## config.mk

```make
export PLATFORM = sky130hd
export DESIGN_NAME = servo_pulse_decoder
export DESIGN_NICKNAME = d
export VERILOG_FILES = /design/src/rtl/servo_pulse_decoder.sv
export SDC_FILE = /design/constraint.sdc
export NUM_CORES = 1
export LEC_CHECK = 0
export ABC_AREA = 0
export CAP_MARGIN = 20
export CORE_MARGIN = 5
export CORE_UTILIZATION = 30
export DETAILED_ROUTE_END_ITERATION = 10
export SLEW_MARGIN = 15
export SYNTH_ARGS = -nofsm -noshare
export SYNTH_HDL_FRONTEND = slang
export SYNTH_SLANG_ARGS = --single-unit
```

## constraint.sdc

```tcl
create_clock -name clk -period 7.6 [get_ports clk]
set_input_delay 0.76 -clock clk [delete_from_list [all_inputs] [get_ports clk]]
set_output_delay 0.76 -clock clk [all_outputs]
set_load 0.01 [all_outputs]
```

## src/rtl/servo_pulse_decoder.sv

```systemverilog
// servo_pulse_decoder: measures servo pulse high time and recovers the 8-bit position code
//   clk         in   system clock (24 MHz)
//   reset       in   synchronous active-high reset
//   enable      in   decoder enable; low parks the FSM in IDLE and clears the counters
//   pulse_in    in   asynchronous servo pulse
//   data        out  last decoded code (shows the new code during the data_valid cycle)
//   data_valid  out  one-cycle strobe, new code decoded
//   pulse_error out  one-cycle strobe, pulse width out of range
//   signal_lost out  level, no valid frame within FRAME_TIMEOUT cycles
module servo_pulse_decoder #(
    parameter int unsigned OFFSET        = 11990,
    parameter int unsigned STEP          = 170,
    parameter int unsigned MIN_WIDTH     = 6000,
    parameter int unsigned MAX_WIDTH     = 60000,
    parameter int unsigned FRAME_TIMEOUT = 1440000
) (
    input  logic       clk,
    input  logic       reset,
    input  logic       enable,
    input  logic       pulse_in,
    output logic [7:0] data,
    output logic       data_valid,
    output logic       pulse_error,
    output logic       signal_lost
);
    typedef enum logic [1:0] {WAIT_LOW, IDLE, MEASURE, CONVERT} state_t;
    localparam logic [16:0] OFFSET_W  = 17'(OFFSET);
    localparam logic [16:0] STEP_W    = 17'(STEP);
    localparam logic [16:0] MIN_W     = 17'(MIN_WIDTH);
    localparam logic [16:0] MAX_W     = 17'(MAX_WIDTH);
    localparam logic [20:0] TIMEOUT_W = 21'(FRAME_TIMEOUT);
    state_t      state_q, state_d;
    logic        sync1_q, sync2_q, sync_prev_q;
    logic [16:0] width_q, width_d, rem_q, rem_d;
    logic [20:0] frame_q, frame_d;
    logic [7:0]  q_q, q_d, data_q, data_d;
    logic        err_q, err_d, lost_q, lost_d;
    logic        sync, rise, out_of_range, step_ok, done;
    assign sync         = sync2_q;
    // Measurement starts only on a real rising edge, so a pulse that began during
    // CONVERT or while disabled is never measured from its middle.
    assign rise         = sync && !sync_prev_q;
    assign out_of_range = (width_q < MIN_W) || (width_q > MAX_W);
    assign step_ok      = (rem_q >= STEP_W) && (q_q != 8'hFF);
    assign done         = enable && (state_q == CONVERT) && !step_ok;
    always_ff @(posedge clk) begin
        if (reset) begin
            sync1_q     <= 1'b1;
            sync2_q     <= 1'b1;
            sync_prev_q <= 1'b1;
            state_q     <= WAIT_LOW;
            width_q     <= '0;
            frame_q     <= '0;
            rem_q       <= '0;
            q_q         <= '0;
            data_q      <= '0;
            err_q       <= 1'b0;
            lost_q      <= 1'b1;
        end else begin
            sync1_q     <= pulse_in;
            sync2_q     <= sync1_q;
            sync_prev_q <= sync2_q;
            state_q     <= state_d;
            width_q     <= width_d;
            frame_q     <= frame_d;
            rem_q       <= rem_d;
            q_q         <= q_d;
            data_q      <= data_d;
            err_q       <= err_d;
            lost_q      <= lost_d;
        end
    end
    always_comb begin
        state_d = state_q;
        if (!enable)
            state_d = IDLE;
        else
            case (state_q)
                WAIT_LOW: state_d = sync ? WAIT_LOW : IDLE;
                IDLE:     state_d = rise ? MEASURE : IDLE;
                MEASURE:  state_d = sync ? MEASURE : (out_of_range ? IDLE : CONVERT);
                CONVERT:  state_d = step_ok ? CONVERT : IDLE;
                default:  state_d = WAIT_LOW;
            endcase
    end
    always_comb begin
        width_d = width_q;
        frame_d = '0;
        rem_d   = rem_q;
        q_d     = q_q;
        data_d  = done ? q_q : data_q;
        err_d   = 1'b0;
        lost_d  = lost_q;
        if (!enable) begin
            width_d = '0;
        end else begin
            frame_d = (frame_q == '1) ? frame_q : frame_q + 21'd1;
            case (state_q)
                IDLE: begin
                    if (rise) begin
                        width_d = 17'd1;
                        frame_d = '0;
                    end
                end
                MEASURE: begin
                    if (sync) begin
                        width_d = (width_q == '1) ? width_q : width_q + 17'd1;
                    end else if (out_of_range) begin
                        err_d = 1'b1;
                    end else begin
                        rem_d = (width_q > OFFSET_W) ? width_q - OFFSET_W : '0;
                        q_d   = '0;
                    end
                end
                CONVERT: begin
                    if (step_ok) begin
                        rem_d = rem_q - STEP_W;
                        q_d   = q_q + 8'd1;
                    end
                end
                default: ;
            endcase
            lost_d = done ? 1'b0 : ((frame_d == TIMEOUT_W) ? 1'b1 : lost_q);
        end
    end
    always_comb begin
        data_valid  = done;
        data        = done ? q_q : data_q;
        pulse_error = err_q && enable;
        signal_lost = lost_q;
    end
endmodule

```

After elaboration in Yosys (flattened, before gate mapping)
Index checks and enable logic that the tools add are counted.
{"block": "word_totals", "ff_bits": 78, "word_cells": 81, "inputBits": 4, "output_inout_bits": 11}
{"block": "classes", "n_lt_le_gt_ge": 4, "bitwise_logic": 2, "eq_ne": 13, "n_mux": 28, "add_sub_neg": 5, "reduce_logical": 17}
{"operator": "17-bit 2-to-1 mux", "n": 7}
{"operator": "21-bit 2-to-1 mux", "n": 4}
{"operator": "17-bit case mux with 2 select lines", "n": 2}
{"operator": "21-bit == test (second input constant)", "n": 2}
{"operator": "8-bit 2-to-1 mux", "n": 4}
{"operator": "21-bit by 1-bit adder with 21-bit output (second input constant)", "n": 1}
{"operator": "17-bit by 1-bit adder with 17-bit output (second input constant)", "n": 1}
{"operator": "17-bit == test (second input constant)", "n": 1}
{"operator": "17-bit by 8-bit >= comparator with 1-bit output (second input constant)", "n": 1}
{"operator": "17-bit by 14-bit greater-than comparator with 1-bit output (second input constant)", "n": 1}
{"operator": "17-bit by 16-bit greater-than comparator with 1-bit output (second input constant)", "n": 1}
{"operator": "17-bit by 13-bit < comparator with 1-bit output (second input constant)", "n": 1}
{"operator": "17-bit by 14-bit subtractor with 17-bit output (second input constant)", "n": 1}
{"operator": "17-bit by 8-bit subtractor with 17-bit output (second input constant)", "n": 1}
{"operator": "8-bit case mux with 2 select lines", "n": 1}
{"operator": "2-bit inequality test (second input constant)", "n": 6}
{"operator": "8-bit by 1-bit adder with 8-bit output (second input constant)", "n": 1}
{"operator": "2-bit 2-to-1 mux", "n": 4}
{"operator": "8-bit inequality test (second input constant)", "n": 1}
{"operator": "2-bit case mux with 4 select lines", "n": 1}
{"operator": "2-bit nonzero test", "n": 3}
{"operator": "1-bit logical AND", "n": 5}
{"operator": "1-bit 2-to-1 mux", "n": 5}
{"operator": "5-bit AND reduction", "n": 1}
{"operator": "10 further kinds", "n": 13}

Longest topological paths before layout
Gate-level depths: netlist (run 1).
{"block": "logic_depth", "ltp_word": 8, "depth_mapped": 12, "ltp_nobuf": 12}

Worst setup path after synthesis (run 1)
Ideal clock, no wire load.
{"block": "synth_path", "path_type": "register -> output", "start": "register rem_q[11]", "end": "output data[7]", "required_ps": 6840, "arrival_ps": 2014, "path_buffers": 0, "path_slack_ps": 4826, "stages_incl_launch_ff": 7, "path_cell_list": "dfxtp_1 > or4_4 > or3_1 > a21oi_2 > a21o_4 > nand3_4 > mux2_4"}
{"block": "synth_via", "elab_chain_len": 5}
{"element": "start, declared", "line_no": "34", "text": "logic [16:0] width_q, width_d, rem_q, rem_d;"}
{"element": "start signal, assigned", "line_no": "66", "text": "rem_q <= rem_d;"}
{"element": "17-bit by 8-bit >= comparator with 1-bit output", "line_no": "44", "text": "assign step_ok = (rem_q >= STEP_W) && (q_q != 8'hFF);"}
{"element": "1-bit logical AND", "line_no": "44"}
{"element": "1-bit logical NOT", "line_no": "45", "text": "assign done = enable && (state_q == CONVERT) && !step_ok;"}
{"element": "1-bit logical AND", "line_no": "45"}
{"element": "8-bit 2-to-1 mux", "line_no": "128", "text": "data = done ? q_q : data_q;"}
{"element": "end, declared", "line_no": "21", "text": "output logic [7:0] data,"}
Every way passes these cells.

Worst setup path after layout (run 1)
{"block": "layout_path", "start": "register rem_q[1]", "end": "output data[5]"}
Same word-level chain as after synthesis.

==> impl_metrics.ini, run 1 <==
[finish]
synthToLayoutAreaGrowth_pct = 11.5
fillers = 1531
post-route-util_pct = 33.6
drive_above_1_share_pct = 7.75
fin_cells = 743
insertedDiodeCount = 0
nets = 562

[synth]
main_synth_ff_type = sky130_fd_sc_hd__dfxtp_1
netlist-cell-type-count = 68
async_reset_ff_share_pct = 0
synth.yosys.warnings = 0
synthTopCellsByCount = 78 x sky130_fd_sc_hd__dfxtp_1, 65 x sky130_fd_sc_hd__nor2_1, 48 x sky130_fd_sc_hd__nand2_1
post_synth_edffs = 0
synth.largest_area_cell = sky130_fd_sc_hd__dfxtp_1
mappedNetlistArea_mm2 = 0.00453
synth_most_common_cell = sky130_fd_sc_hd__dfxtp_1
ys_top_cells_by_area = sky130_fd_sc_hd__dfxtp_1 34%, sky130_fd_sc_hd__nor2_1 5.4%, sky130_fd_sc_hd__nand2_1 4.0%
synth_largest_type_area_fraction_pct = 34.5
syn_inst = 559
postSynthNetCount = 570
synthesis.area_per_instance_um2 = 8.11
synth-seq-cells = 78
part_of_the_yosys_area_used_for_sequential_elements_pct = 34.5

[place]
placed_cells = 728
buffer_ports.inserted = 14
dp_hpwl_um = 7460
routability_congestion = 0.835

[clocking]
clk_sink_count = 78
cts-htree-levels = 3
clk_root_buffer_cell = sky130_fd_sc_hd__clkbuf_16
postCtsHoldBufs = 0
clock_tree_buffer_depth = 2
tritoncts = done
source_to_sink_clock_delay_at_the_later_pin_of_the_worst_skew_pair_ns = 0.33
cts_inserted_buffers = 9
clk_pin_slew_worst_paths_ns = 0.06
post_cts.resized_instances = 0
post_cts.repair.setup_buffers = 0

[flow_run]
timing.max_cap.violations = 0

[drt]
remaining_drc_errors = 0
drt_pre_antenna_iters = 5
first_iter_violations = 313
route.antenna.remaining_nets = 0
via_per_inst = 5.36
via_count = 3985
finalWirelength_um = 10500
wl_per_cell_um = 14.1

[setup_path]
critPathCaptureType = output port
crit_type = flip-flop to output port
worst-r2r-setup-slack_ns = 4.62
start_kind = flip-flop
crit-reg2reg-capture = rem_q[13]
worst_r2r_path_depth = 7
crit_path_arrival_time_ns = 2.98
worst-path-max-fanout = 10
r2r_start = width_q[5]
cp.required_ns = 6.84

[timing]
report.final.setup_viol = 0
rsz0062_at_grt = false
slew_violations = 0
finalCriticalPeriod_ns = 3.74
finalSetupTns_ns = 0
maxSlewHeadroom_pct = 43.2
number_of_hold_violations_in_the_final_report = 0
worst_skew_ns = 0.00646
timing.final.crit_share_pct = 49.3
max_slew.worst_pin.slew_ns = 0.830
max_freq_mhz = 267

[power_and_ir_drop]
power.density_mw_per_mm2 = 168
worst_ir_drop_vdd_v = 0.000111
power.share.clock_pct = 49.5
leakage_uw = 0.00169
sequentialPowerShare_pct = 48.5
power.switching_uw = 182
intPower_uw = 669
comb_power_share_pct = 2.0
sw_frac_of_total_pct = 21.4

[global_route]
overflow = 0
grt_max_degree = 37
grt.total_usage_pct = 11.7
first_pass_grt_wire_length_um = 17600
grt_antenna_before_repair = 0
first_global_vias = 3607

[min_path]
endpoint_of_the_worst_hold_path = sync
worst_hold_startpoint = sync1_q
worst_hold_depth = 1
holdCritPathClass = flip-flop to flip-flop

[floorplanning]
floorplan.die.width_um = 133
num_io_pins = 15
start_util_pct = 30.1
floorplan.core_area_mm2 = 0.0150
std_cell_rows = 45
die_h_um = 133
dieArea_mm2 = 0.0177

[status]
outcome = finished clean
[layer usage]
layer / track usage, % / part of all wire, % / routed length (µm) / vias to the layer above
li1: - / - / - / 1992
met1: 15.7 / 47 / 4980 / 1899
met2: 19.3 / 48 / 5010 / 83
met3: 1.33 / 3.1 / 325 / 11
met4: 4.56 / 1.7 / 183 / 0
met5: 0 / 0 / 0 / -
[worst max path at each step]
stage / start / end / slack (ns) / cells past startpoint
finish: rem_q[1] / data[5] / 3.86 / 9
global route: rem_q[1] / data[4] / 3.68 / 9
CTS: rem_q[1] / data[5] / 3.85 / 9
detailed placement: rem_q[1] / data[5] / 4.22 / 9
global placement: rem_q[11] / data[4] / 4.26 / 7
floorplan: rem_q[11] / data[7] / 4.83 / 6
[power by group through the flow]
stage          Sequential [µW]  Clock, µW  Combinational (µW)
2_1_floorplan              421          0                11.9
3_3_place_gp               422          0                16.6
3_5_place_dp               422          0                17.0
4_1_cts                    413        431                17.0
5_1_grt                    413        450                18.8
6_report                   413        422                16.7
[stage by stage]
| step | power [µW] | worst slack (ns) | hold WS [ns] | area (µm²) |
|---|---|---|---|---|
| final | 851 | 3.86 | 0.409 | 5050 |
| after global placement | 438 | 4.26 | 0.402 | 4760 |
| after global routing | 882 | 3.68 | 0.439 | 5050 |
| after CTS | 861 | 3.85 | 0.410 | 5050 |
| after floorplan | 433 | 4.83 | 0.389 | 4530 |
| after detailed placement | 439 | 4.22 | 0.400 | 4760 |
[cells in the final DEF, fill, tap and decap left out, drive strengths merged, types with 11 or more instances in the layout]
| master | n |
|---|---|
| a21oi | 36 |
| nor3 | 11 |
| nor2b | 14 |
| nand2 | 48 |
| xor2 | 18 |
| xnor2 | 19 |
| o21ai | 25 |
| nor2 | 65 |
| inv | 16 |
| nand4 | 11 |
| dfxtp | 78 |
| nand3 | 26 |
| clkdlybuf4s50 | 14 |
[flip-flops by register name (all words and copies together), names as in the netlist]
name,cells
frame_q,21
err_q,1
state_q,2
sync,1
q_q,8
sync_prev_q,1
data_q,8
rem_q,17
width_q,17
sync1_q,1
signal_lost,1
[critical path: stages (launching register included)]
cell                              delay (ns)
sky130_fd_sc_hd__dfxtp_1                0.32
sky130_fd_sc_hd__inv_1                  0.10
sky130_fd_sc_hd__ha_1                   0.17
sky130_fd_sc_hd__inv_1                  0.06
sky130_fd_sc_hd__a21o_1                 0.22
sky130_fd_sc_hd__a221oi_2               0.51
sky130_fd_sc_hd__a21o_4                 0.24
sky130_fd_sc_hd__nand3_4                0.18
sky130_fd_sc_hd__mux2_4                 0.37
sky130_fd_sc_hd__clkdlybuf4s50_1        0.48
[kinds of logic after synthesis]
group                      share of synthesized area, %
adders and majority gates                          1.93
buffers and inverters                              4.89
xor gates and xnor gates                           7.15
muxes                                              4.00
DFF                                                34.5
AOI/OAI and AO/OA                                  20.3
and+or+nand+nor                                    27.3
[cell type report]
cell class,count,area [µm²],area share (%)
sequential,78,1560,30.9
inverter,15,56.3,1.11
tap,188,235,4.66
clock inverter,5,58.8,1.16
multi-input combinational,430,2750,54.4
timing repair buffer,17,163,3.22
clock buffer,10,229,4.53
(Power assumes the default switching activity.)
==> inputs of run 2 (changes only) <==
Clock period 7.6 ns to 3.44 ns, I/O delays scaled along.
==> impl_metrics.ini, run 2 (synthesized netlist as in run 1, its figures left out) <==
[status]
outcome = finished clean

[floorplanning]
floorplan.die.width_um = 133
die_h_um = 133
start_util_pct = 30.1
floorplan.core_area_mm2 = 0.0150
std_cell_rows = 45
num_io_pins = 15
dieArea_mm2 = 0.0177

[finish]
nets = 568
most-common-layout-cells = 78 x sky130_fd_sc_hd__dfxtp_1, 65 x sky130_fd_sc_hd__nor2_1, 48 x sky130_fd_sc_hd__nand2_1
post-route-util_pct = 34.2
synthToLayoutAreaGrowth_pct = 13.4
fin_cells = 750
largest_registers = frame_q x21, rem_q x17, width_q x17
registers.top_by_ff_count = frame_q
drive_above_1_share_pct = 9.07
largest_register_ff_count = 21
final_common_cell = sky130_fd_sc_hd__dfxtp_1
insertedDiodeCount = 0

[clocking]
clk_sink_count = 78
cts_inserted_buffers = 9
clk_pin_slew_worst_paths_ns = 0.06
clk_root_buffer_cell = sky130_fd_sc_hd__clkbuf_16
clock_tree_buffer_depth = 2
cts-htree-levels = 3
post_cts.repair.setup_buffers = 0
post_cts.resized_instances = 0
source_to_sink_clock_delay_at_the_later_pin_of_the_worst_skew_pair_ns = 0.34
postCtsHoldBufs = 0
tritoncts = done

[global_route]
grt.total_usage_pct = 11.9
grt_max_degree = 35
grt_antenna_before_repair = 0
first_global_vias = 3683
first_pass_grt_wire_length_um = 17800
overflow = 0

[timing]
number_of_hold_violations_in_the_final_report = 0
worst_skew_ns = 0.00980
max_freq_mhz = 295
report.final.setup_viol = 0
maxSlewHeadroom_pct = 48.6
finalCriticalPeriod_ns = 3.39
finalSetupTns_ns = 0
slew_violations = 0
max_slew.worst_pin.slew_ns = 0.751
timing.final.crit_share_pct = 98.5
rsz0062_at_grt = false

[setup_path]
worst-path-max-fanout = 10
worst_r2r_path_depth = 8
critPathCaptureType = output port
critPathTopFamily = simple AND/OR/NAND/NOR gates
crit_type = flip-flop to output port
crit_path_arrival_time_ns = 3.04
r2r_start = width_q[5]
crit-reg2reg-capture = q_q[2]
worst-r2r-setup-slack_ns = 0.58
cp.required_ns = 3.10
crit_buf_inv = 1
timing.critical_path.cells = or4_4, or3_1, a21oi_2, a21o_4, nand3_4, mux2_4, clkdlybuf4s50_1
worst_path_max_delay_cell = sky130_fd_sc_hd__or4_4
slowest_stage_delay_on_critical_path_ns = 0.56
start_kind = flip-flop

[power_and_ir_drop]
power.switching_uw = 402
sw_frac_of_total_pct = 20.5
sequentialPowerShare_pct = 46.5
totalPowerFinal_uw = 1960
leakage_uw = 0.00174
comb_power_share_pct = 1.9
intPower_uw = 1560
power.share.clock_pct = 51.6
worst_ir_drop_vdd_v = 0.000173
power.density_mw_per_mm2 = 381

[place]
placed_cells = 734
dp_hpwl_um = 7650
buffer_ports.inserted = 14
routability_congestion = 0.865

[min_path]
worst_hold_depth = 1
worst_hold_startpoint = sync1_q
endpoint_of_the_worst_hold_path = sync
holdCritPathClass = flip-flop to flip-flop

[drt]
remaining_drc_errors = 0
via_count = 4005
first_iter_violations = 293
route.antenna.remaining_nets = 0
drt_pre_antenna_iters = 5
finalWirelength_um = 10700
wl_per_cell_um = 14.2
via_per_inst = 5.34

[flow_run]
timing.max_cap.violations = 0
[run 2: power by group through the flow]
stage          combinational, µW  sequential, µW  clock, µW
5_1_grt                     41.5             912       1070
4_1_cts                     37.9             912       1030
2_1_floorplan               26.3             930          0
3_5_place_dp                37.7             932          0
3_3_place_gp                36.8             932          0
6_report                    37.3             912       1010
[run 2: layer usage]
layer	vias up	track usage, %	share of wire (%)
li1	2003	-	-
met5	-	0	0
met3	21	1.25	3.7
met2	97	19.2	46
met1	1884	15.8	48
met4	0	5.72	2.3
[run 2: worst max-delay path by stage]
stage | startpoint | endpoint | slack (ns) | depth (start not counted)
floorplan | width_q[7] | width_q[15] | 0.88 | 12
global placement | rem_q[11] | data[7] | 0.52 | 7
detailed placement | rem_q[11] | data[5] | 0.45 | 7
CTS | rem_q[11] | data[5] | 0.07 | 7
global route | rem_q[11] | data[0] | 0.009 | 7
finish | rem_q[11] | data[5] | 0.05 | 7
[run 2: worst reg2reg max path, stage by stage, from the launching register on]
cell	delay [ns]
sky130_fd_sc_hd__dfxtp_1	0.42
sky130_fd_sc_hd__a31oi_1	0.21
sky130_fd_sc_hd__o21bai_1	0.11
sky130_fd_sc_hd__a2111oi_0	0.72
sky130_fd_sc_hd__nor2_1	0.25
sky130_fd_sc_hd__a21oi_4	0.56
sky130_fd_sc_hd__buf_4	0.28
sky130_fd_sc_hd__o21ai_0	0.10
sky130_fd_sc_hd__a21oi_1	0.15
[run 2: area by class of cell]
type | count | area, µm²
fillers | 1507 | 9890
multi-input cells | 430 | 2760
flip-flops and latches | 78 | 1560
clock buffers | 13 | 280
well taps | 188 | 235
repair buffers | 23 | 208
inverters | 15 | 56.3
clock inverters | 3 | 40.0
[run 2: per-stage QoR]
step           area (µm²)  hold slack [ns]  setup slack [ns]
2_1_floorplan        4530            0.389             0.882
3_3_place_gp         4810            0.401             0.522
3_5_place_dp         4810            0.409             0.451
4_1_cts              5130            0.422            0.0697
5_1_grt              5140            0.425           0.00882
6_report             5140            0.418            0.0518
